`src/rtl/avmm_io_pkg.sv`:
```
// Shared register-map constants and helpers for the Avalon-MM board I/O responder.
package avmm_io_pkg;

  localparam logic [2:0] ADDR_SW      = 3'd0;
  localparam logic [2:0] ADDR_KEY     = 3'd1;
  localparam logic [2:0] ADDR_EDGE    = 3'd2;
  localparam logic [2:0] ADDR_LEDR    = 3'd3;
  localparam logic [2:0] ADDR_HEX3_0  = 3'd4;
  localparam logic [2:0] ADDR_HEX5_4  = 3'd5;
  localparam logic [2:0] ADDR_IRQMASK = 3'd6;

  localparam logic [31:0] HEX_BLANK = 32'hFFFF_FFFF;

  // Bits needed to count 0..n-1; never less than one.
  function automatic int cnt_width(input int n);
    int w;
    w = 1;
    while ((1 << w) < n) w++;
    return w;
  endfunction

endpackage

```
`src/rtl/avmm_io_responder_if.sv`:
```
// Avalon-MM slave-side bus bundle: fixed-latency reads, no waitrequest.
interface avmm_io_responder_if;
  logic [2:0]  address;
  logic        read;
  logic        write;
  logic [31:0] writedata;
  logic [31:0] readdata;
  logic        readdatavalid;

  modport master (output address, read, write, writedata,
                  input  readdata, readdatavalid);
  modport slave  (input  address, read, write, writedata,
                  output readdata, readdatavalid);
endinterface

```
`src/rtl/io_debounce.sv`:
```
// Per-bit 2-FF synchroniser followed by a stability counter; the output bit
// only follows the input once it has disagreed for DEBOUNCE_CYCLES cycles.
module io_debounce
  import avmm_io_pkg::*;
#(
  parameter int WIDTH           = 1,
  parameter int DEBOUNCE_CYCLES = 500000
) (
  input  logic             clk,
  input  logic             rst_n,
  input  logic [WIDTH-1:0] raw,
  output logic [WIDTH-1:0] debounced
);

  localparam int CW = cnt_width(DEBOUNCE_CYCLES);
  localparam logic [CW-1:0] LAST = CW'(DEBOUNCE_CYCLES - 1);

  logic [WIDTH-1:0] sync1;
  logic [WIDTH-1:0] sync2;
  logic [CW-1:0]    cnt [WIDTH];

  // NOTE: every register here uses <= so all bits sample the pre-edge values
  // of their neighbours; blocking assignments would collapse the sync chain.
  always_ff @(posedge clk) begin
    if (!rst_n) begin
      sync1     <= '0;
      sync2     <= '0;
      debounced <= '0;
      for (int i = 0; i < WIDTH; i++) cnt[i] <= '0;
    end else begin
      sync1 <= raw;
      sync2 <= sync1;
      for (int i = 0; i < WIDTH; i++) begin
        if (sync2[i] == debounced[i]) begin
          cnt[i] <= '0;
        end else if (cnt[i] == LAST) begin
          cnt[i]       <= '0;
          debounced[i] <= ~debounced[i];
        end else begin
          cnt[i] <= cnt[i] + 1'b1;
        end
      end
    end
  end

endmodule

```
`src/rtl/avmm_io_responder.sv`:
```
// Avalon-MM responder for switches, pushbuttons, LEDs and seven-segment displays.
// Optional button interrupt and IRQMASK register built when AVMM_IO_IRQ_EN is defined.
module avmm_io_responder
  import avmm_io_pkg::*;
#(
  parameter int DEBOUNCE_CYCLES = 500000,
  parameter int N_SW            = 10,
  parameter int N_KEY           = 4
) (
  input  logic                clk_clk,
  input  logic                reset_reset_n,
  avmm_io_responder_if.slave  avs,
  input  logic [N_SW-1:0]     sw_in,
  input  logic [N_KEY-1:0]    key_n_in,
  output logic [N_SW-1:0]     ledr_out,
  output logic [31:0]         hex3_hex0_out,
  output logic [15:0]         hex5_hex4_out,
  output logic                irq
);

  logic [N_SW-1:0]  sw_db;
  logic [N_KEY-1:0] key_db;
  logic [N_KEY-1:0] key_prev;
  logic [N_KEY-1:0] edge_q;
  logic [N_KEY-1:0] edge_set;
  logic [N_KEY-1:0] edge_clr;
  logic [N_KEY-1:0] mask_rd;
  logic [31:0]      rd_mux;

  io_debounce #(.WIDTH(N_SW), .DEBOUNCE_CYCLES(DEBOUNCE_CYCLES)) u_sw_db (
    .clk       (clk_clk),
    .rst_n     (reset_reset_n),
    .raw       (sw_in),
    .debounced (sw_db)
  );

  // Keys are inverted up front so every downstream bit means "pressed".
  io_debounce #(.WIDTH(N_KEY), .DEBOUNCE_CYCLES(DEBOUNCE_CYCLES)) u_key_db (
    .clk       (clk_clk),
    .rst_n     (reset_reset_n),
    .raw       (~key_n_in),
    .debounced (key_db)
  );

  assign edge_set = key_db & ~key_prev;
  assign edge_clr = (avs.write && avs.address == ADDR_EDGE) ? avs.writedata[N_KEY-1:0] : '0;

  // NOTE: rd_mux is given a full default before the case so no path leaves it
  // unassigned; otherwise synthesis would infer a latch.
  always_comb begin
    rd_mux = '0;
    unique case (avs.address)
      ADDR_SW:      rd_mux[N_SW-1:0]  = sw_db;
      ADDR_KEY:     rd_mux[N_KEY-1:0] = key_db;
      ADDR_EDGE:    rd_mux[N_KEY-1:0] = edge_q;
      ADDR_LEDR:    rd_mux[N_SW-1:0]  = ledr_out;
      ADDR_HEX3_0:  rd_mux            = hex3_hex0_out;
      ADDR_HEX5_4:  rd_mux[15:0]      = hex5_hex4_out;
      ADDR_IRQMASK: rd_mux[N_KEY-1:0] = mask_rd;
      default:      rd_mux            = '0;
    endcase
  end

  // The read mux samples pre-edge registers, so a simultaneous write is
  // performed while the read still returns the old value.
  always_ff @(posedge clk_clk) begin
    if (!reset_reset_n) begin
      key_prev          <= '0;
      edge_q            <= '0;
      ledr_out          <= '0;
      hex3_hex0_out     <= HEX_BLANK;
      hex5_hex4_out     <= HEX_BLANK[15:0];
      avs.readdatavalid <= 1'b0;
      avs.readdata      <= '0;
    end else begin
      key_prev          <= key_db;
      edge_q            <= (edge_q & ~edge_clr) | edge_set;
      avs.readdatavalid <= avs.read;
      if (avs.read) avs.readdata <= rd_mux;
      if (avs.write) begin
        case (avs.address)
          ADDR_LEDR:   ledr_out      <= avs.writedata[N_SW-1:0];
          ADDR_HEX3_0: hex3_hex0_out <= avs.writedata;
          ADDR_HEX5_4: hex5_hex4_out <= avs.writedata[15:0];
          default: ;
        endcase
      end
    end
  end

`ifdef AVMM_IO_IRQ_EN
  logic [N_KEY-1:0] irq_mask_q;
  logic             irq_q;

  always_ff @(posedge clk_clk) begin
    if (!reset_reset_n) begin
      irq_mask_q <= '0;
      irq_q      <= 1'b0;
    end else begin
      irq_q <= |(edge_q & irq_mask_q);
      if (avs.write && avs.address == ADDR_IRQMASK)
        irq_mask_q <= avs.writedata[N_KEY-1:0];
    end
  end

  assign mask_rd = irq_mask_q;
  assign irq     = irq_q;
`else
  assign mask_rd = '0;
  assign irq     = 1'b0;
`endif

endmodule

```
`src/flat_wrapper.sv`:
```
// flat-port wrapper written by rule: the top's interface ports become plain ports
module avmm_io_responder_flat import avmm_io_pkg::*;
#(
  parameter int DEBOUNCE_CYCLES = 500000,
  parameter int N_SW            = 10,
  parameter int N_KEY           = 4
)
  (clk_clk, reset_reset_n, sw_in, key_n_in, ledr_out, hex3_hex0_out, hex5_hex4_out, irq, avs_address, avs_read, avs_write, avs_writedata, avs_readdata, avs_readdatavalid);
  avmm_io_responder_if avs_i ();
  input  logic clk_clk;
  input  logic reset_reset_n;
  input  logic [N_SW-1:0] sw_in;
  input  logic [N_KEY-1:0] key_n_in;
  output logic [N_SW-1:0] ledr_out;
  output logic [31:0] hex3_hex0_out;
  output logic [15:0] hex5_hex4_out;
  output logic irq;
  input wire logic [$bits(avs_i.address)-1:0] avs_address;
  input wire logic [$bits(avs_i.read)-1:0] avs_read;
  input wire logic [$bits(avs_i.write)-1:0] avs_write;
  input wire logic [$bits(avs_i.writedata)-1:0] avs_writedata;
  output wire logic [$bits(avs_i.readdata)-1:0] avs_readdata;
  output wire logic [$bits(avs_i.readdatavalid)-1:0] avs_readdatavalid;
  assign avs_i.address = avs_address;
  assign avs_i.read = avs_read;
  assign avs_i.write = avs_write;
  assign avs_i.writedata = avs_writedata;
  assign avs_readdata = avs_i.readdata;
  assign avs_readdatavalid = avs_i.readdatavalid;
  avmm_io_responder #(.DEBOUNCE_CYCLES(DEBOUNCE_CYCLES), .N_SW(N_SW), .N_KEY(N_KEY)) u_core (.clk_clk(clk_clk), .reset_reset_n(reset_reset_n), .avs(avs_i), .sw_in(sw_in), .key_n_in(key_n_in), .ledr_out(ledr_out), .hex3_hex0_out(hex3_hex0_out), .hex5_hex4_out(hex5_hex4_out), .irq(irq));
endmodule
```
`config.mk`:
```
export PLATFORM = sky130hd
export DESIGN_NAME = avmm_io_responder_flat
export DESIGN_NICKNAME = d
export VERILOG_FILES = /design/src/rtl/avmm_io_pkg.sv /design/src/rtl/avmm_io_responder_if.sv /design/src/rtl/io_debounce.sv /design/src/rtl/avmm_io_responder.sv /design/src/flat_wrapper.sv
export SDC_FILE = /design/constraint.sdc
export NUM_CORES = 1
export LEC_CHECK = 0
export BUFFER_PORTS_ARGS = -buffer_cell sky130_fd_sc_hd__buf_2
export CORE_MARGIN = 4
export CORE_UTILIZATION = 29
export DETAILED_ROUTE_END_ITERATION = 10
export PLACE_DENSITY = 0.54
export SETUP_SLACK_MARGIN = 0.05
export SLEW_MARGIN = 5
export SYNTH_ARGS = -nofsm -noshare
export SYNTH_HDL_FRONTEND = slang
export SYNTH_HIERARCHICAL = 1
export SYNTH_SLANG_ARGS = --single-unit
```
`constraint.sdc`:
```
create_clock -name clk_clk -period 2.6 [get_ports clk_clk]
set_clock_uncertainty 0.15 [all_clocks]
set_input_delay 0.39 -clock clk_clk [delete_from_list [all_inputs] [get_ports clk_clk]]
set_output_delay 0.39 -clock clk_clk [all_outputs]
set_load 0.01 [all_outputs]
```
After elaboration in Yosys (flattened, before gate mapping):

Memory sizes are Yosys's and may differ from the RTL's.
Index checks and enable logic that the tools add are counted.

* add/sub/neg operators: 14
* eq/ne operators: 33
* multiplexer cells: 202
* bitwise operators: 76
* reductions and logical operators: 19

Operators with widths (number)
* $mux 19: 42
* $add 19x1->19 const B: 14
* $eq 19x19->1 const B: 14
* $mux 1: 155
* $or 1x1->1: 42
* $reduce_and 2->1: 17
* $not 1->1: 28
* $pmux 4 s6: 1
* $pmux 6 s4: 1
* $mux 16: 1
* $eq 1x1->1: 14
* $not 4->4: 3
* $pmux 6 s2: 1
* $and 4x4->4: 2
* $eq 3x2->1 const B: 2
* $eq 3x3->1 const B: 2
* $mux 4: 1
* $or 4x4->4: 1
* $eq 3x1->1 const B: 1
* $logic_not 3->1: 1
* $logic_and 1x1->1: 1

* register bits: 141
* bits in writable memories: 266
* memories kept: 2

Memory list
* u_core.u_sw_db.cnt: depth 10, width 19, rd ports 10, clocked after memory_dff 0, wr ports 10, RTL line io_debounce.sv:20 `logic [CW-1:0] cnt [WIDTH];`
* u_core.u_key_db.cnt: depth 4, width 19, rd ports 4, clocked after memory_dff 0, wr ports 4, RTL line io_debounce.sv:20

Longest topological paths before layout:

Gate-level depths: netlist of run 1.
An unclocked memory read counts as a cell.

* depth in word-level cells: 8
* gate-level depth with buffers: 7

Cells and area by module:

The synthesis of run 1 kept the hierarchy.

By module, submodules not included
* io_debounce (u_core.u_sw_db): times used 1, cells an instance 1075, area an instance 11384.7 um^2
* io_debounce (u_core.u_key_db): times used 1, cells an instance 433, area an instance 4583.1 um^2
* avmm_io_responder: times used 1, cells an instance 488, area an instance 4221.5 um^2

Least setup slack after synthesis of run 1:

No wires, ideal clock.

* path type: reg2reg
* start: mem u_core/u_key_db/cnt[2][0] in the netlist's numbering
* end: mem u_core/u_key_db/cnt[2][10] in the netlist's numbering (data pin)
* data arrival time: 1.849 ns
* data required time: 2.193 ns
* path slack: 0.345 ns
* stages on the path, launching flop included: 7
* period minus slack after synthesis: 2.255 ns
* path through: edfxtp_1 -> ha_1 -> nand3_1 -> or3_1 -> o211ai_2 -> buf_2 -> nor2_1

RTL lines (RTL line)
* from (decl): io_debounce.sv:20

==> impl_metrics.xml, run 1 <==
<?xml version="1.0" encoding="UTF-8"?>
<metrics>
  <group name="run_status">
    <metric name="run_status" unit="">completed</metric>
  </group>
  <group name="sta">
    <metric name="unrepaired_setup_endpoints_after_global_routing" unit="">false</metric>
    <metric name="setup-violations-final" unit="">0</metric>
    <metric name="post-route-period-util" unit="%">87.13</metric>
    <metric name="tightestPinTransition" unit="ps">591.0</metric>
    <metric name="worst_slew_margin_rel" unit="%">60.24</metric>
    <metric name="tns" unit="ps">0</metric>
    <metric name="post-route-worst-setup-slack" unit="ps">334.6</metric>
    <metric name="finalHoldViolations" unit="">0</metric>
    <metric name="maxClockFrequency" unit="MHz">441.4</metric>
    <metric name="maxSlewViolCount" unit="">0</metric>
    <metric name="period_minus_slack" unit="ps">2265</metric>
    <metric name="whs" unit="ps">105.3</metric>
  </group>
  <group name="pwr">
    <metric name="power_per_cell_area" unit="nW/um^2">586.3</metric>
    <metric name="p_leak" unit="nW">9.184</metric>
    <metric name="internal_power_of_the_cells" unit="W">0.01133</metric>
    <metric name="switching_share" unit="%">22.99</metric>
    <metric name="vdd_ir_drop_max" unit="mV">0.3891</metric>
    <metric name="p_seq_share" unit="%">50.2</metric>
    <metric name="power.clock.fraction" unit="%">44.1</metric>
    <metric name="psw" unit="W">0.003384</metric>
    <metric name="combPwrFrac" unit="%">5.7</metric>
  </group>
  <group name="die">
    <metric name="design.portCount" unit="">145</metric>
    <metric name="die_area" unit="um^2">73910</metric>
    <metric name="die-width" unit="um">271.9</metric>
    <metric name="floorplan.initialDensity" unit="%">29.33</metric>
    <metric name="core_area" unit="um^2">68830</metric>
    <metric name="die_y" unit="um">271.9</metric>
    <metric name="row_count" unit="">96</metric>
  </group>
  <group name="finish">
    <metric name="multiInputGateArea" unit="um^2">9746</metric>
    <metric name="mostFrequentLayoutCell" unit="">conb_1</metric>
    <metric name="sequential_cell_area" unit="um^2">10810</metric>
    <metric name="commonest_cells_after_routing_fill_and_taps_aside" unit="">conb_1 (267), edfxtp_1 (266), nor2_1 (221)</metric>
    <metric name="n_fill_cell" unit="">6995</metric>
    <metric name="final_net_count" unit="">2534</metric>
    <metric name="layout-area-overhead-vs-synth" unit="%">24.34</metric>
    <metric name="utilization_after_layout" unit="%">36.47</metric>
    <metric name="drive_gt1_share" unit="%">12.18</metric>
    <metric name="final_cell_count_no_fill" unit="">3438</metric>
  </group>
  <group name="route">
    <metric name="detailedRoute.firstIterationViolations" unit="">785</metric>
    <metric name="route.detailed.wl_per_inst" unit="um">13.85</metric>
    <metric name="vias" unit="">15860</metric>
    <metric name="totalWireLength" unit="mm">47.61</metric>
    <metric name="drt_pass1_iterations" unit="">5</metric>
    <metric name="post_drt_via_cell_ratio" unit="">4.614</metric>
    <metric name="post-route-drc-count" unit="">0</metric>
    <metric name="postRouteAntennaNets" unit="">0</metric>
  </group>
  <group name="synthesis">
    <metric name="total_of_flip_flops_plus_latches_after_synthesis" unit="">407</metric>
    <metric name="synthesis.area_per_instance" unit="um^2">10.11</metric>
    <metric name="synth-xor-area-share" unit="%">8.373</metric>
    <metric name="synthSimpleGateAreaFrac" unit="%">25.90</metric>
    <metric name="syn-instance-count" unit="">1996</metric>
    <metric name="ys_dominant_reg_cell" unit="">edfxtp_1</metric>
    <metric name="yosys_warnings" unit="">6</metric>
    <metric name="yosys.area_share.adder" unit="%">0.8676</metric>
    <metric name="synth_mux_area_share" unit="%">1.147</metric>
    <metric name="postSynth.asyncResetShare" unit="%">0</metric>
    <metric name="main_combinational_cell_family_by_area_after_synthesis" unit="">simple AND/OR/NAND/NOR gates</metric>
    <metric name="number_of_distinct_standard_cells_referenced_by_the_synthesized_netlist" unit="">70</metric>
    <metric name="post_synth_instance_area" unit="um^2">20190</metric>
    <metric name="synth-compound-area-share" unit="%">6.997</metric>
    <metric name="synth-seq-area-share" unit="%">53.54</metric>
    <metric name="synth-edff-count" unit="">266</metric>
  </group>
  <group name="grt">
    <metric name="grt_max_degree" unit="">37</metric>
    <metric name="grt_overflow" unit="">0</metric>
    <metric name="grt_usage" unit="%">12.71</metric>
    <metric name="number_of_antenna_violations_at_the_first_check_in_global_routing" unit="">2</metric>
    <metric name="grt_pass1_vias" unit="">15440</metric>
    <metric name="grt_first_pass_wirelength" unit="mm">78.20</metric>
  </group>
  <group name="critical_path">
    <metric name="crit_slowest_cell" unit="">or3_1</metric>
    <metric name="critPathMaxStageDelay" unit="ps">500</metric>
    <metric name="critPathLaunchType" unit="">flip-flop</metric>
    <metric name="endpoint_kind" unit="">flip-flop</metric>
    <metric name="sequence_of_cells_on_the_critical_path" unit="">ha_1, nand4_1, or3_1, or4_1, a21oi_1</metric>
    <metric name="path_max_fanout" unit="">5</metric>
    <metric name="timing.setup.critical_path_class" unit="">reg2reg</metric>
    <metric name="critPathArrivalTime" unit="ps">2530</metric>
    <metric name="worst_ep_required_time" unit="ps">2870</metric>
  </group>
  <group name="clock_network">
    <metric name="cts_repair_resize_count" unit="">0</metric>
    <metric name="insertion_delay" unit="ps">590</metric>
    <metric name="buffer_levels_on_the_longest_clock_path" unit="">3</metric>
    <metric name="numClockSinks" unit="">407</metric>
    <metric name="clock_slew_seen_by_the_registers_of_the_worst_setup_and_hold_paths" unit="ps">60</metric>
    <metric name="tritoncts_buffers" unit="">45</metric>
    <metric name="cts_root_buf" unit="">clkbuf_16</metric>
    <metric name="htree_levels" unit="">2</metric>
    <metric name="clock_tree_from_tritoncts" unit="">yes</metric>
  </group>
  <group name="placement">
    <metric name="portBuffers" unit="">143</metric>
    <metric name="routabilityCongestion" unit="">0.8000</metric>
    <metric name="post-dp-hpwl" unit="mm">34.02</metric>
    <metric name="post-place-ws" unit="ps">363.3</metric>
    <metric name="placedCellCount" unit="">3305</metric>
  </group>
  <group name="run">
    <metric name="drv.max_cap_violation_count" unit="">0</metric>
  </group>
  <group name="worst_hold_path">
    <metric name="hold_class" unit="">in2reg</metric>
  </group>
</metrics>
synthesized netlist by cell type (4+ instances only):
cell type,n,area [um^2]
or2_2,4,25.02
mux2i_1,7,70.07
nand4b_1,4,35.03
nand2_1,211,792.0
xor2_1,105,919.6
o41ai_1,4,35.03
xnor2_1,88,770.7
o21a_1,8,60.06
dfxtp_1,141,2823
a21boi_1,6,45.04
and4b_1,9,90.09
a21oi_1,91,455.4
o22ai_1,6,37.54
o21ai_0,45,225.2
nor4_1,36,225.2
clkbuf_1,39,146.4
nor2_1,221,829.6
nand4_1,69,431.7
inv_1,65,244.0
a211oi_1,6,45.04
or4b_1,7,70.07
nand3_1,145,725.7
mux2_2,13,146.4
buf_6,4,45.04
a21boi_0,8,60.06
and4_1,32,280.3
or3_1,51,319.1
or4_1,28,210.2
buf_2,25,125.1
nor4bb_1,6,60.06
o21bai_1,8,60.06
ha_1,14,175.2
nor4b_1,26,227.7
edfxtp_1,266,7988
and3_1,15,93.84
o31ai_1,28,210.2
nor2b_1,38,237.7
nor3_1,24,120.1
o211ai_2,4,50.05
and2_1,42,262.8
layout make-up:
cell class,instances,share of cell area [%]
Sequential cell,407,43.06
Multi-Input combinational cell,1710,38.82
Timing Repair Buffer,237,6.330
Clock buffer,73,5.797
Tap cell,931,4.640
Inverter,66,0.9869
Clock inverter,11,0.3290
Antenna cell,3,0.02991
per-layer routing:
layer / part of all wire [%] / vias up / track usage, %
met5: 0 / - / 0
met4: 2.6 / 0 / 4.174
met3: 5.2 / 81 / 2.687
met2: 46 / 293 / 20.85
met1: 46 / 7563 / 16.78
li1: - / 7925 / -
path summary, 6_finish.rpt:
check                           slack, ps                           end                     start  cells after the start
worst max-delay path                  330     u_core/u_sw_db/cnt[6][16]  u_core/u_sw_db/cnt[6][0]                      5
worst min-delay path                  110  u_core/u_key_db/debounced[0]             reset_reset_n                      2
worst max register to register        330     u_core/u_sw_db/cnt[6][16]  u_core/u_sw_db/cnt[6][0]                      5
worst min register to register        290      u_core/u_key_db/sync2[2]  u_core/u_key_db/sync1[2]                      1
kinds of logic (layout without fill, tap and decap cells):
family          Yosys count  in the layout
flops                   407            407
buf+inv                 143            387
compound gates          229            229
xor+xnor                193            193
fa+ha+maj                14             14
simple gates            986            986
other cells               3            270
mux                      21             21
what timing repair did:
item	CTS	global route
hold buffers	46	0
setup buffers	0	0
endpoints found under the hold margin	72	0
power groups by stage:
stage               Sequential (W)  Combinational, W  Clock (W)
finish                     0.00739          0.000846    0.00649
global route               0.00742          0.000950    0.00701
CTS                        0.00738          0.000842    0.00674
detailed placement         0.00752          0.000780          0
global placement           0.00751          0.000771          0
floorplan                  0.00747          0.000499          0
registers in the layout, indices dropped and copies added (netlist names):
name	cells
u_core/u_sw_db/cnt	190
u_core/u_key_db/cnt	76
u_core/avs.readdata	32
u_core/hex3_hex0_out	32
u_core/hex5_hex4_out	16
u_core/ledr_out	10
u_core/u_sw_db/debounced	10
u_core/u_sw_db/sync1	10
u_core/u_sw_db/sync2	10
u_core/edge_q	4
u_core/key_prev	4
u_core/u_key_db/debounced	4
u_core/u_key_db/sync1	4
u_core/u_key_db/sync2	4
u_core/avs.readdatavalid	1
through the flow:
step / total power, W / instance area [um^2]
floorplan: 0.007969 / 21180
global placement: 0.008279 / 23100
detailed placement: 0.008300 / 23100
finish: 0.01472 / 25100
CTS: 0.01497 / 25100
global route: 0.01538 / 25100
critical path: cells and delay by family (launching register included):
family,cells,cell delay (ps)
AND/OR/NAND/NOR,3,1200
flip-flops,1,390
adder cells (fa/ha/maj),1,240
AO/OA/AOI/OAI,1,150
Note: power is estimated with default switching activity, not from simulation.
==> inputs of run 2 (changes only) <==
- BUFFER_PORTS_ARGS: -buffer_cell sky130_fd_sc_hd__buf_2 -> unset
- DONT_BUFFER_PORTS: unset -> 1
- HOLD_SLACK_MARGIN: unset -> 0.02
- PLACE_DENSITY: 0.54 -> 0.53
==> run 2 against run 1 <==
Total power is 0.54% higher. Sequential power is 0.5% higher. Final cell count is 4.3% lower. First-iteration DRC count is 36% higher. Non-clock buffer count is 150 lower. Clock power is 3% higher. Register-to-register slack worse by 140 ps. Worst hold slack worse by 56 ps. Flip-flop and latch count stayed put.
==> impl_metrics.xml, run 2 (same netlist as run 1, synthesis figures left out) <==
<?xml version="1.0" encoding="UTF-8"?>
<metrics>
  <group name="pwr">
    <metric name="vdd_ir_drop_max" unit="mV">0.4275</metric>
    <metric name="power_per_cell_area" unit="nW/um^2">606.0</metric>
    <metric name="p_leak" unit="nW">8.626</metric>
    <metric name="p_seq_share" unit="%">50.2</metric>
    <metric name="switching_share" unit="%">22.99</metric>
    <metric name="internal_power_of_the_cells" unit="W">0.01140</metric>
    <metric name="psw" unit="W">0.003402</metric>
    <metric name="power.clock.fraction" unit="%">45.0</metric>
    <metric name="combPwrFrac" unit="%">4.8</metric>
  </group>
  <group name="finish">
    <metric name="final_cell_count_no_fill" unit="">3289</metric>
    <metric name="number_of_flip_flops_in_the_largest_register" unit="">190</metric>
    <metric name="mostFrequentLayoutCell" unit="">conb_1</metric>
    <metric name="drive_gt1_share" unit="%">6.152</metric>
    <metric name="layout-area-overhead-vs-synth" unit="%">20.95</metric>
    <metric name="registers.top_by_ff_count" unit="">u_core/u_sw_db/cnt</metric>
    <metric name="commonest_cells_after_routing_fill_and_taps_aside" unit="">conb_1 (267), edfxtp_1 (266), nor2_1 (221)</metric>
    <metric name="final_net_count" unit="">2386</metric>
    <metric name="cell_area_after_layout" unit="um^2">24420</metric>
    <metric name="n_fill_cell" unit="">6952</metric>
    <metric name="top_regs" unit="">u_core/u_sw_db/cnt (190), u_core/u_key_db/cnt (76)</metric>
  </group>
  <group name="grt">
    <metric name="grt_pass1_vias" unit="">15070</metric>
    <metric name="grt_max_degree" unit="">135</metric>
    <metric name="grt_usage" unit="%">12.99</metric>
    <metric name="number_of_antenna_violations_at_the_first_check_in_global_routing" unit="">5</metric>
    <metric name="grt_first_pass_wirelength" unit="mm">79.43</metric>
    <metric name="grt_overflow" unit="">0</metric>
  </group>
  <group name="run_status">
    <metric name="run_status" unit="">completed</metric>
  </group>
  <group name="route">
    <metric name="drt_pass1_iterations" unit="">5</metric>
    <metric name="route.detailed.wl_per_inst" unit="um">14.84</metric>
    <metric name="postRouteAntennaNets" unit="">0</metric>
    <metric name="post-route-drc-count" unit="">0</metric>
    <metric name="vias" unit="">15370</metric>
    <metric name="detailedRoute.firstIterationViolations" unit="">1069</metric>
    <metric name="totalWireLength" unit="mm">48.81</metric>
    <metric name="post_drt_via_cell_ratio" unit="">4.672</metric>
  </group>
  <group name="clock_network">
    <metric name="insertion_delay" unit="ps">580</metric>
    <metric name="buffer_levels_on_the_longest_clock_path" unit="">3</metric>
    <metric name="htree_levels" unit="">2</metric>
    <metric name="clock_slew_seen_by_the_registers_of_the_worst_setup_and_hold_paths" unit="ps">60</metric>
    <metric name="cts_root_buf" unit="">clkbuf_16</metric>
    <metric name="post_cts_setup_buffer_count" unit="">0</metric>
    <metric name="numClockSinks" unit="">407</metric>
    <metric name="tritoncts_buffers" unit="">47</metric>
    <metric name="clock_tree_from_tritoncts" unit="">yes</metric>
  </group>
  <group name="critical_path">
    <metric name="path_max_fanout" unit="">3</metric>
    <metric name="r2r.worst_path.cells" unit="">5</metric>
    <metric name="timing.setup.critical_path_class" unit="">reg2reg</metric>
    <metric name="crit_slowest_cell" unit="">dlygate4sd3_1</metric>
    <metric name="critPathLaunchType" unit="">flip-flop</metric>
    <metric name="critPathTopFamily" unit="">buffers and inverters</metric>
    <metric name="crit_path_end" unit="">u_core/avs.readdata[0]</metric>
    <metric name="critPathArrivalTime" unit="ps">2770</metric>
    <metric name="worst_ep_required_time" unit="ps">2970</metric>
    <metric name="critPathMaxStageDelay" unit="ps">590</metric>
    <metric name="r2r-end" unit="">u_core/avs.readdata[0]</metric>
    <metric name="setup.worst_path.start" unit="">u_core/hex3_hex0_out[0]</metric>
    <metric name="sequence_of_cells_on_the_critical_path" unit="">mux2i_1, a211o_1, dlygate4sd3_1, a41oi_2, dlygate4sd3_1</metric>
    <metric name="timing.rr.start" unit="">u_core/hex3_hex0_out[0]</metric>
    <metric name="endpoint_kind" unit="">flip-flop</metric>
    <metric name="worst-path-buf-inv" unit="">2</metric>
    <metric name="regToRegSetupSlack" unit="ps">190</metric>
    <metric name="timing.critical_path.depth" unit="">5</metric>
    <metric name="cp_common_cell" unit="">dlygate4sd3_1</metric>
  </group>
  <group name="sta">
    <metric name="setup-violations-final" unit="">0</metric>
    <metric name="maxClockFrequency" unit="MHz">415.5</metric>
    <metric name="period_minus_slack" unit="ps">2406</metric>
    <metric name="unrepaired_setup_endpoints_after_global_routing" unit="">false</metric>
    <metric name="maxSlewViolCount" unit="">0</metric>
    <metric name="worst_slew_margin_rel" unit="%">39.61</metric>
    <metric name="post-route-period-util" unit="%">92.56</metric>
    <metric name="tightestPinTransition" unit="ps">902.8</metric>
    <metric name="tns" unit="ps">0</metric>
    <metric name="finalHoldViolations" unit="">0</metric>
  </group>
  <group name="placement">
    <metric name="placement.cell_area" unit="um^2">22190</metric>
    <metric name="post-dp-hpwl" unit="mm">32.87</metric>
    <metric name="portBuffers" unit="">0</metric>
    <metric name="placedCellCount" unit="">3140</metric>
    <metric name="routabilityCongestion" unit="">0.7664</metric>
  </group>
  <group name="die">
    <metric name="die-width" unit="um">271.9</metric>
    <metric name="core_area" unit="um^2">68830</metric>
    <metric name="floorplan.initialDensity" unit="%">29.33</metric>
    <metric name="row_count" unit="">96</metric>
    <metric name="design.portCount" unit="">145</metric>
    <metric name="die_area" unit="um^2">73910</metric>
    <metric name="die_y" unit="um">271.9</metric>
  </group>
  <group name="worst_hold_path">
    <metric name="hold_path_startpoint" unit="">avs_address[1]</metric>
    <metric name="hold_class" unit="">in2reg</metric>
  </group>
  <group name="run">
    <metric name="drv.max_cap_violation_count" unit="">0</metric>
  </group>
</metrics>
[run 2: worst min-delay path by stage]
stage,cells after the start,slack (ps),endpoint
after floorplan,1,260,u_core/u_key_db/sync2[3]
after global placement,1,270,u_core/u_sw_db/sync2[2]
after detailed placement,1,270,u_core/u_sw_db/sync2[2]
after CTS,3,20,u_core/avs.readdata[7]
after global routing,3,50,u_core/avs.readdata[6]
final,3,50,u_core/avs.readdata[7]
[run 2: routing by layer]
layer	global-route usage, %	vias to the layer above	part of all wire (%)	wire (um)
li1	-	7618	-	-
met4	4.037	0	2.5	1235
met3	2.828	75	5.6	2741
met1	17.34	7391	46	22450
met5	0	-	0	0
met2	21.11	281	46	22380
[run 2: power by group through the flow]
stage	Combinational, W	Sequential, W	Clock (W)
after CTS	0.000701	0.00743	0.00693
after detailed placement	0.000543	0.00757	0
after floorplan	0.000499	0.00747	0
after global routing	0.000804	0.00747	0.00718
final	0.000707	0.00743	0.00666
after global placement	0.000533	0.00755	0
[run 2: per-stage QoR]
step	hold slack, ps	total power [W]	util (%)	setup slack [ps]
after floorplan	261.8	0.007969	-	344.7
final	49.31	0.01480	35.48	193.5
after CTS	20.21	0.01506	35.47	146.0
after detailed placement	274.8	0.008110	32.24	343.0
after global routing	53.14	0.01545	35.47	109.4
after global placement	273.4	0.008086	32.24	352.9
[run 2: final cells by class]
class / count / area (um^2) / area share, %
well taps: 931 / 1165 / 4.770
clock inverters: 20 / 148.9 / 0.6098
inverters: 66 / 247.7 / 1.015
flip-flops and latches: 407 / 10810 / 44.27
clock buffers: 67 / 1438 / 5.887
diodes: 1 / 2.502 / 0.01025
multi-input cells: 1710 / 9746 / 39.91
repair buffers: 87 / 860.8 / 3.525
[run 2: timing repair]
item,4_1_cts,5_1_grt
hold buffers,61,0
resized for setup,0,1
endpoints found under the setup margin,0,1
hold endpoints to repair,155,0
[run 2: tightest hold or removal path, cell delays in order]
cell,delay [ps]
nor4b_1,40
a211oi_1,190
o31ai_1,80
==> inputs of run 3 (changes only) <==
- MAX_ROUTING_LAYER: unset -> met4
- PLACE_DENSITY: 0.53 -> unset
==> run 3 against run 2 <==
Clock power shrank 6.6%. Highest routed layer unchanged. Final cell count increased by 0.18%. Die area stayed put. Sequential power is essentially flat. Total power shrank 2.9%.
==> impl_metrics.xml, run 3 (same netlist as run 1, synthesis figures left out) <==
<?xml version="1.0" encoding="UTF-8"?>
<metrics>
  <group name="run_status">
    <metric name="run_status" unit="">completed</metric>
  </group>
  <group name="clock_network">
    <metric name="numClockSinks" unit="">407</metric>
    <metric name="buffer_levels_on_the_longest_clock_path" unit="">3</metric>
    <metric name="clock_slew_seen_by_the_registers_of_the_worst_setup_and_hold_paths" unit="ps">60</metric>
    <metric name="cts_root_buf" unit="">clkbuf_16</metric>
    <metric name="htree_levels" unit="">2</metric>
    <metric name="tritoncts_buffers" unit="">45</metric>
    <metric name="clock_tree_from_tritoncts" unit="">yes</metric>
    <metric name="insertion_delay" unit="ps">590</metric>
    <metric name="post_cts_setup_buffer_count" unit="">0</metric>
  </group>
  <group name="critical_path">
    <metric name="critPathArrivalTime" unit="ps">2880</metric>
    <metric name="endpoint_kind" unit="">flip-flop</metric>
    <metric name="cp_common_cell" unit="">dlygate4sd3_1</metric>
    <metric name="worst_ep_required_time" unit="ps">2930</metric>
    <metric name="critPathLaunchType" unit="">input pin</metric>
    <metric name="timing.setup.critical_path_class" unit="">in2reg</metric>
    <metric name="worst-path-buf-inv" unit="">2</metric>
    <metric name="crit_slowest_cell" unit="">dlygate4sd3_1</metric>
    <metric name="critPathMaxStageDelay" unit="ps">1290</metric>
    <metric name="setup.worst_path.start" unit="">avs_address[0]</metric>
    <metric name="sequence_of_cells_on_the_critical_path" unit="">dlygate4sd3_1, nor2_2, a222oi_1, a21oi_1, dlygate4sd3_1</metric>
    <metric name="timing.rr.start" unit="">u_core/hex3_hex0_out[0]</metric>
    <metric name="critPathTopFamily" unit="">buffers and inverters</metric>
    <metric name="path_max_fanout" unit="">30</metric>
  </group>
  <group name="sta">
    <metric name="setup-violations-final" unit="">0</metric>
    <metric name="tns" unit="ps">0</metric>
    <metric name="worst_slew_margin_rel" unit="%">23.46</metric>
    <metric name="period_minus_slack" unit="ps">2552</metric>
    <metric name="maxSlewViolCount" unit="">0</metric>
    <metric name="unrepaired_setup_endpoints_after_global_routing" unit="">false</metric>
    <metric name="maxClockFrequency" unit="MHz">391.9</metric>
    <metric name="post-route-period-util" unit="%">98.15</metric>
    <metric name="tightestPinTransition" unit="ps">1144</metric>
    <metric name="finalHoldViolations" unit="">0</metric>
  </group>
  <group name="grt">
    <metric name="grt_usage" unit="%">13.23</metric>
    <metric name="global_route.peak_usage_layer" unit="">met2</metric>
    <metric name="grt_util_met1" unit="%">16.68</metric>
    <metric name="globalRouteMet2Util" unit="%">21.14</metric>
    <metric name="grt_pass1_vias" unit="">14840</metric>
    <metric name="number_of_antenna_violations_at_the_first_check_in_global_routing" unit="">6</metric>
    <metric name="grt_first_pass_wirelength" unit="mm">77.94</metric>
    <metric name="globalRouteMet3Util" unit="%">3.101</metric>
    <metric name="grt_max_degree" unit="">125</metric>
    <metric name="grt_overflow" unit="">0</metric>
  </group>
  <group name="placement">
    <metric name="post-dp-hpwl" unit="mm">32.60</metric>
    <metric name="routabilityCongestion" unit="">0.8096</metric>
    <metric name="portBuffers" unit="">0</metric>
    <metric name="placedCellCount" unit="">3140</metric>
  </group>
  <group name="pwr">
    <metric name="p_seq_share" unit="%">51.7</metric>
    <metric name="vdd_ir_drop_max" unit="mV">0.4862</metric>
    <metric name="internal_power_of_the_cells" unit="W">0.01103</metric>
    <metric name="p_leak" unit="nW">8.550</metric>
    <metric name="psw" unit="W">0.003334</metric>
    <metric name="combPwrFrac" unit="%">4.9</metric>
    <metric name="switching_share" unit="%">23.22</metric>
    <metric name="power.clock.fraction" unit="%">43.3</metric>
    <metric name="power_per_cell_area" unit="nW/um^2">590.8</metric>
  </group>
  <group name="route">
    <metric name="post-route-drc-count" unit="">0</metric>
    <metric name="vias" unit="">15460</metric>
    <metric name="drt_pass1_iterations" unit="">5</metric>
    <metric name="detailedRoute.firstIterationViolations" unit="">958</metric>
    <metric name="totalWireLength" unit="mm">48.72</metric>
    <metric name="post_drt_via_cell_ratio" unit="">4.691</metric>
    <metric name="route.detailed.wl_per_inst" unit="um">14.79</metric>
    <metric name="postRouteAntennaNets" unit="">0</metric>
  </group>
  <group name="finish">
    <metric name="registers.top_by_ff_count" unit="">u_core/u_sw_db/cnt</metric>
    <metric name="sequential_cell_area" unit="um^2">10810</metric>
    <metric name="mostFrequentLayoutCell" unit="">conb_1</metric>
    <metric name="top_regs" unit="">u_core/u_sw_db/cnt (190), u_core/u_key_db/cnt (76)</metric>
    <metric name="multiInputGateArea" unit="um^2">9746</metric>
    <metric name="final_net_count" unit="">2390</metric>
    <metric name="number_of_flip_flops_in_the_largest_register" unit="">190</metric>
    <metric name="commonest_cells_after_routing_fill_and_taps_aside" unit="">conb_1 (267), edfxtp_1 (266), nor2_1 (221)</metric>
    <metric name="layout-area-overhead-vs-synth" unit="%">20.42</metric>
    <metric name="drive_gt1_share" unit="%">5.763</metric>
    <metric name="n_fill_cell" unit="">6944</metric>
    <metric name="final_cell_count_no_fill" unit="">3295</metric>
  </group>
  <group name="die">
    <metric name="floorplan.initialDensity" unit="%">29.33</metric>
    <metric name="core_area" unit="um^2">68830</metric>
    <metric name="die_y" unit="um">271.9</metric>
    <metric name="design.portCount" unit="">145</metric>
    <metric name="row_count" unit="">96</metric>
    <metric name="die_area" unit="um^2">73910</metric>
    <metric name="die-width" unit="um">271.9</metric>
  </group>
  <group name="worst_hold_path">
    <metric name="hold_path_startpoint" unit="">avs_address[0]</metric>
    <metric name="hold_class" unit="">in2reg</metric>
  </group>
  <group name="run">
    <metric name="drv.max_cap_violation_count" unit="">0</metric>
  </group>
</metrics>
==> run 3: changes by cell type in the layout (fill, tap and decap cells not counted), moves of 2 or more <==
cell           change
clkbuf_16          -4
buf_12             -2
clkbuf_8           -5
clkinv_8           -2
dlygate4sd3_1      +6
buf_4              +2
clkbuf_1           +9
clkinv_1           -3
diode_2            +3
inv_4              +3
==> run 3: path summary, 6_finish.rpt <==
path                                                  to  slack, ps  depth (start not counted)
worst max-delay path              u_core/avs.readdata[3]         50                          5
worst min-delay path              u_core/avs.readdata[7]         70                          3
worst max register to register    u_core/avs.readdata[0]        200                          5
worst min register to register  u_core/u_key_db/sync2[2]        280                          1
==> run 3: stage by stage <==
stage | hold slack [ps] | util (%) | power (W) | setup WS [ps] | instance area, um^2
after floorplan | 261.8 | - | 0.007969 | 344.7 | 21180
after global placement | 277.1 | 32.20 | 0.008077 | 365.1 | 22160
after detailed placement | 274.3 | 32.20 | 0.008103 | 365.0 | 22160
after CTS | 26.15 | 35.31 | 0.01458 | 78.15 | 24300
after global routing | 62.49 | 35.32 | 0.01499 | 62.53 | 24310
final | 70.15 | 35.32 | 0.01436 | 48.07 | 24310
==> run 3: area by class of cell <==
cell class,instances,area share [%]
Sequential cell,407,44.47
Multi-Input combinational cell,1710,40.09
Tap cell,931,4.791
Inverter,66,1.019
Antenna cell,4,0.04117
Timing Repair Buffer,93,3.685
Clock inverter,18,0.5764
Clock buffer,66,5.337
==> run 3: layer usage <==
layer | wire [um] | up-vias
met5 | 0 | -
met4 | 1156 | 0
met3 | 2994 | 84
met2 | 22550 | 326
met1 | 22020 | 7399
li1 | - | 7648
==> run 3: tightest hold or removal path, stage by stage <==
cell and delay, ps:
mux2_2 140, a211oi_1 60, o31ai_1 170
==> run 3: power by group through the flow <==
stage	combinational, W	sequential, W	clock [W]
2_1_floorplan	0.000499	0.00747	0
3_3_place_gp	0.000528	0.00755	0
3_5_place_dp	0.000539	0.00756	0
4_1_cts	0.000698	0.00743	0.00645
5_1_grt	0.000801	0.00746	0.00673
6_report	0.000709	0.00743	0.00622
==> run 3: what timing repair did <==
action | in CTS | in global routing
hold buffers | 67 | 0
setup endpoints to repair | 0 | 1
gates resized for setup | 0 | 1
hold endpoints to repair | 150 | 0
